`src/rtl/renode_axi_lite_target.sv`:
```
// renode_axi_lite_target: AXI4-Lite subordinate with a register bank and programmable response latency.
// Ports:
//   clk, rst_n                 rising-edge clock, synchronous active-low reset
//   awvalid/awready/awaddr/awprot   write-address channel (awprot ignored)
//   wvalid/wready/wdata/wstrb       write-data channel, byte enables in wstrb
//   bvalid/bready/bresp             write-response channel (OKAY or SLVERR)
//   arvalid/arready/araddr/arprot   read-address channel (arprot ignored)
//   rvalid/rready/rdata/rresp       read-data channel (OKAY or SLVERR, rdata 0 on error)
module renode_axi_lite_target #(
    parameter int AddressWidth    = 32,
    parameter int DataWidth       = 32,
    parameter int RegisterCount   = 16,
    parameter int BaseAddress     = 0,
    parameter int ResponseLatency = 0
) (
    input  logic                    clk,
    input  logic                    rst_n,
    input  logic                    awvalid,
    output logic                    awready,
    input  logic [AddressWidth-1:0] awaddr,
    input  logic [2:0]              awprot,
    input  logic                    wvalid,
    output logic                    wready,
    input  logic [DataWidth-1:0]    wdata,
    input  logic [DataWidth/8-1:0]  wstrb,
    output logic                    bvalid,
    input  logic                    bready,
    output logic [1:0]              bresp,
    input  logic                    arvalid,
    output logic                    arready,
    input  logic [AddressWidth-1:0] araddr,
    input  logic [2:0]              arprot,
    output logic                    rvalid,
    input  logic                    rready,
    output logic [DataWidth-1:0]    rdata,
    output logic [1:0]              rresp
);
    localparam int Bytes = DataWidth / 8;
    localparam int Shift = $clog2(Bytes);
    localparam int IdxW = RegisterCount > 1 ? $clog2(RegisterCount) : 1;
    localparam logic [AddressWidth-1:0] Base = AddressWidth'(BaseAddress);
    localparam logic [AddressWidth-1:0] Count = AddressWidth'(RegisterCount);
    localparam logic [7:0] Latency = 8'(ResponseLatency);

    if (DataWidth != 32 && DataWidth != 64) begin : g_bad_width
        $error("DataWidth must be 32 or 64");
    end
    if (RegisterCount < 1) begin : g_bad_count
        $error("RegisterCount must be at least 1");
    end
    if (BaseAddress % Bytes != 0) begin : g_bad_base
        $error("BaseAddress must be aligned to DataWidth/8");
    end
    if (ResponseLatency < 0 || ResponseLatency > 255) begin : g_bad_latency
        $error("ResponseLatency must be in 0..255");
    end

    typedef enum logic [1:0] {W_IDLE, W_WAIT, W_RESP} w_state_t;
    typedef enum logic [1:0] {R_IDLE, R_WAIT, R_RESP} r_state_t;

    function automatic logic in_range(input logic [AddressWidth-1:0] a);
        return a >= Base && ((a - Base) >> Shift) < Count;
    endfunction

    function automatic logic [IdxW-1:0] index_of(input logic [AddressWidth-1:0] a);
        return IdxW'((a - Base) >> Shift);
    endfunction

    logic [DataWidth-1:0]    regs [RegisterCount];
    w_state_t                w_state;
    r_state_t                r_state;
    logic                    aw_held, w_held;
    logic [AddressWidth-1:0] waddr, raddr;
    logic [DataWidth-1:0]    wdata_q;
    logic [Bytes-1:0]        wstrb_q;
    logic [7:0]              w_cnt, r_cnt;
    logic                    aw_got, w_got, w_ok, r_ok;
    logic [IdxW-1:0]         w_idx, r_idx;
    logic                    unused_prot;

    // An address/data beat counts as held if captured earlier or handshaking this cycle.
    assign aw_got = aw_held || (awvalid && awready);
    assign w_got = w_held || (wvalid && wready);
    assign w_ok = in_range(waddr);
    assign r_ok = in_range(raddr);
    assign w_idx = index_of(waddr);
    assign r_idx = index_of(raddr);
    assign unused_prot = ^{awprot, arprot};

    always_ff @(posedge clk) begin
        if (!rst_n) begin
            w_state <= W_IDLE;
            aw_held <= 1'b0;
            w_held <= 1'b0;
            awready <= 1'b0;
            wready <= 1'b0;
            bvalid <= 1'b0;
            bresp <= 2'b00;
            w_cnt <= 8'd0;
            for (int i = 0; i < RegisterCount; i++) regs[i] <= '0;
        end else begin
            case (w_state)
                W_IDLE: begin
                    if (awvalid && awready) waddr <= awaddr;
                    if (wvalid && wready) begin
                        wdata_q <= wdata;
                        wstrb_q <= wstrb;
                    end
                    aw_held <= aw_got;
                    w_held <= w_got;
                    awready <= !aw_got && !w_got || !aw_got;
                    wready <= !w_got;
                    if (aw_got && w_got) begin
                        w_state <= W_WAIT;
                        w_cnt <= Latency;
                        awready <= 1'b0;
                        wready <= 1'b0;
                    end
                end
                W_WAIT: begin
                    if (w_cnt == 8'd0) begin
                        if (w_ok)
                            for (int b = 0; b < Bytes; b++)
                                if (wstrb_q[b]) regs[w_idx][8*b +: 8] <= wdata_q[8*b +: 8];
                        bvalid <= 1'b1;
                        bresp <= w_ok ? 2'b00 : 2'b10;
                        w_state <= W_RESP;
                    end else begin
                        w_cnt <= w_cnt - 8'd1;
                    end
                end
                W_RESP: begin
                    if (bready) begin
                        bvalid <= 1'b0;
                        aw_held <= 1'b0;
                        w_held <= 1'b0;
                        awready <= 1'b1;
                        wready <= 1'b1;
                        w_state <= W_IDLE;
                    end
                end
                default: w_state <= W_IDLE;
            endcase
        end
    end

    // Reads sample regs before any same-edge write commit lands, so a collision returns the old value.
    always_ff @(posedge clk) begin
        if (!rst_n) begin
            r_state <= R_IDLE;
            arready <= 1'b0;
            rvalid <= 1'b0;
            rresp <= 2'b00;
            rdata <= '0;
            r_cnt <= 8'd0;
        end else begin
            case (r_state)
                R_IDLE: begin
                    arready <= 1'b1;
                    if (arvalid && arready) begin
                        raddr <= araddr;
                        arready <= 1'b0;
                        r_cnt <= Latency;
                        r_state <= R_WAIT;
                    end
                end
                R_WAIT: begin
                    if (r_cnt == 8'd0) begin
                        rdata <= r_ok ? regs[r_idx] : '0;
                        rresp <= r_ok ? 2'b00 : 2'b10;
                        rvalid <= 1'b1;
                        r_state <= R_RESP;
                    end else begin
                        r_cnt <= r_cnt - 8'd1;
                    end
                end
                R_RESP: begin
                    if (rready) begin
                        rvalid <= 1'b0;
                        arready <= 1'b1;
                        r_state <= R_IDLE;
                    end
                end
                default: r_state <= R_IDLE;
            endcase
        end
    end
endmodule
```
`config.mk`:
```
export PLATFORM = sky130hd
export DESIGN_NAME = renode_axi_lite_target
export DESIGN_NICKNAME = d
export VERILOG_FILES = /design/src/rtl/renode_axi_lite_target.sv
export SDC_FILE = /design/constraint.sdc
export NUM_CORES = 1
export LEC_CHECK = 0
export BUFFER_PORTS_ARGS = -buffer_cell sky130_fd_sc_hd__buf_4
export CORE_ASPECT_RATIO = 0.8
export CORE_UTILIZATION = 60
export DETAILED_ROUTE_END_ITERATION = 8
export PLACE_DENSITY = 0.79
export SLEW_MARGIN = 10
export SYNTH_ARGS = -nofsm -noshare
export SYNTH_HDL_FRONTEND = slang
export SYNTH_SLANG_ARGS = --single-unit
```
`constraint.sdc`:
```
create_clock -name clk -period 3.1 [get_ports clk]
set_clock_uncertainty 0.15 [all_clocks]
set_input_delay 0 -clock clk [delete_from_list [all_inputs] [get_ports clk]]
set_output_delay 0 -clock clk [all_outputs]
set_load 0.1 [all_outputs]
```
==> reports/summary.txt <==
Status = complete, no violations
Hold Path Class = input port to register
DRT antenna net count = 0
Die area = 46900 µm²
Num rows = 69
Worst hold stages = 3
Pre-antenna DRT Iters = 6
Clk root buf = clkbuf_16
Required @ worst endpoint = 3.26 ns
Worst skew pair latency = 0.61 ns
Reg2reg setup slack = 0.19 ns
Placed cell count = 2629
Crit Path Class = register to register
Largest net degree at the start of global routing = 47
Final std cells w/o fill = 2940
Post-synthesis sequential area ratio = 70.8%
Metal-1 WL = 25800 µm
Hold Startpoint = araddr[4]
Primary FF master, synth = edfxtp_1
Final Critical Period = 2.91 ns
CTS tree = yes
Final Hold Fails = 0
# IOs = 154
Synthesized area = 27600 µm²
Slew at the pin closest to its max-slew limit = 1.19 ns
Total number of yosys warnings = 0
CORE AREA = 44900 µm²
Commonest cells after routing, fill and taps aside = 608 x edfxtp_1, 534 x nor2_1, 269 x buf_4, 198 x dlygate4sd3_1, 128 x mux4_2
Final worst slack = 0.192 ns
Detailed-route DRC error count = 0
Max Fclk = 344 MHz
Iteration-0 DRC Markers = 2702
Initial Util = 61.5%
Critical path's top delay family = simple AND/OR/NAND/NOR gates
Vias in the first global route = 18743
First-pass GRT wire length = 111000 µm
Number of nets in the layout = 2402
Commonest non-fill, non-tap cell in the layout = edfxtp_1
Critical path launch point type = register
Crit path top cell by count = buf_4
Initial antenna violation count = 2
Tcrit/Tclk final = 93.8%
Capture point of the worst reg-to-reg path = regs[13][4]
DP Wirelength = 43700 µm
Max-cap violations = 0
Share of cells above drive strength 1 = 23.1%
Synth Register Bits = 673
Mapped Cells = 1898
Synth-to-layout area growth = 23.5%
Worst EP arrival = 3.07 ns
Postcts setup bufs = 0
Reg-to-reg startpoint = w_cnt[2]
Inserted Clock Buffers = 59
Final max-slew violation count = 0
CP Max Fanout = 25
Via density = 6.27
Global Route Usage Sum = 31.8%
Die Ht = 194 µm
# setup viols final = 0
Worst VDD drop = 0.562 mV
Peak per-stage delay on the critical path = 0.45 ns
Number of enable flip-flop cells after synthesis = 608
WL met2 = 36800 µm
DR top layer = met5
Pre-CTS setup slack = 0.215 ns
Sequence of cells on the critical path = nor4_4, nand4_2, nor3_4, buf_12, nand2_1, buf_4, o21ai_0, buf_4
RSZ-0062 raised after global routing = false
Total Negative Setup Slacks = 0 ns
Total Wirelength = 74400 µm
R2R depth = 8
Worst relative slew slack = 20.6%
Die X = 242 µm
DR vias = 18428
Met3 wire len = 8620 µm
CTS Sinks = 673
Worst-path clk slew = 0.07 ns
IO Port Bufs = 141
Gpl congestion = 0.847
H-tree Lvls = 2
Max clock buf depth = 3
Synth cell types = 46
Mean Syn Cell Area = 14.6 µm²
WL/cell = 25.3 µm
Crit path capture type = register
Synth async-reset ratio = 0%
Crit-path slowest cell = nor4_4
Leakage power = 12.1 nW
GRT overflow = 0
Crit path buf inv count = 3
P per Cell Area = 601 nW/µm²
[worst max path at each step]
stage               startpoint          end  slack, ns  cells past startpoint
global placement      w_cnt[0]  regs[13][6]       0.38                     10
CTS                   w_cnt[0]  regs[13][4]       0.19                     10
finish                w_cnt[2]  regs[13][4]       0.19                      8
detailed placement    w_cnt[0]  regs[13][4]       0.21                     10
floorplan              arready    raddr[10]       0.10                      3
global route          w_cnt[0]   regs[0][5]       0.12                      9
[power breakdown]
part / switching [W] / internal, W
logic: 0.00130 / 0.000910
registers: 0.000244 / 0.0103
clock network: 0.00334 / 0.00441
total: 0.00488 / 0.0156
[sequential cells by signal, indices dropped and copies added (netlist names), named ones only]
| register | count |
|---|---|
| regs | 512 |
| rdata | 32 |
| wdata_q | 32 |
| raddr | 30 |
| waddr | 30 |
| r_cnt | 8 |
| w_cnt | 8 |
| wstrb_q | 4 |
| r_state | 2 |
| w_state | 2 |
| arready | 1 |
| aw_held | 1 |
| awready | 1 |
| bresp | 1 |
| bvalid | 1 |
| rresp | 1 |
| rvalid | 1 |
| w_held | 1 |
| wready | 1 |
[routing by layer]
metal,vias to the layer above,GRT usage [%]
met3,231,6.44
li1,7785,-
met1,9102,41.7
met4,2,13.1
met5,-,0
met2,1308,52.5
[synthesized netlist by cell type, types with 2 or more instances]
master | n | area [µm²]
edfxtp_1 | 608 | 18300
nor2_1 | 537 | 2020
mux4_2 | 128 | 2880
clkbuf_1 | 113 | 424
nand2_1 | 91 | 342
o21ai_0 | 70 | 350
dfxtp_1 | 65 | 1300
a22oi_1 | 64 | 480
buf_2 | 35 | 175
a22o_1 | 32 | 280
nor4_1 | 14 | 87.6
nor2b_1 | 13 | 81.3
nand3_2 | 12 | 120
a21oi_1 | 11 | 55.1
nand3_1 | 9 | 45.0
xor2_1 | 9 | 78.8
inv_1 | 8 | 30.0
nand2b_1 | 8 | 50.1
nor3_1 | 8 | 40.0
and2_1 | 6 | 37.5
a21boi_0 | 5 | 37.5
buf_1 | 5 | 18.8
ha_1 | 4 | 50.1
mux2_2 | 4 | 45.0
nand4_2 | 4 | 50.1
or3_1 | 4 | 25.0
buf_4 | 3 | 22.5
nand4_1 | 3 | 18.8
nor3b_1 | 3 | 22.5
o211a_1 | 3 | 30.0
o21a_1 | 3 | 22.5
o211ai_1 | 2 | 15.0
[worst min-delay path, cell delays in order]
cell	delay (ns)
dlygate4sd3_1	0.52
buf_4	0.11
mux2_2	0.15
[per-stage QoR]
| stage | area, µm² | total power, W | utilization (%) | hold WS (ns) |
|---|---|---|---|---|
| after global placement | 30100 | 0.0125 | 67.0 | 0.0280 |
| after CTS | 34100 | 0.0203 | 75.9 | 0.0303 |
| after floorplan | 27600 | 0.0119 | - | -0.0511 |
| after detailed placement | 30100 | 0.0126 | 67.0 | 0.0295 |
| after global routing | 34100 | 0.0210 | 76.0 | 0.0688 |
| final | 34100 | 0.0205 | 76.0 | 0.0545 |
[what timing repair did]
item / in CTS / in global routing
endpoints found under the setup margin: 0 / 20
endpoints found under the hold margin: 301 / 0
hold buffers: 198 / 0
gates resized for setup: 0 / 1
[area by class of cell]
cell class,count,area (µm²)
antenna,2,5.00
clock inverter,34,380
multi-input combinational,1061,7420
inverter,8,30.0
tap,603,754
sequential,673,19600
clock buffer,77,1650
fill,2485,10800
timing repair buffer,482,4300
[logic make-up (layout without fill, tap and decap cells)]
| kind of cell | count (synthesis) | in the layout | share of synthesized area, % |
|---|---|---|---|
| flip-flops | 673 | 673 | 70.8 |
| AO/OA/AOI/OAI | 193 | 193 | 4.69 |
| buffers and inverters | 165 | 601 | 2.47 |
| other | 1 | 4 | 0.0136 |
| AND/OR/NAND/NOR | 720 | 720 | 10.9 |
| adder cells (fa/ha/maj) | 4 | 4 | 0.181 |
| multiplexers | 132 | 132 | 10.6 |
| XOR/XNOR | 10 | 10 | 0.317 |
Note: power is estimated with default switching activity, not from simulation.
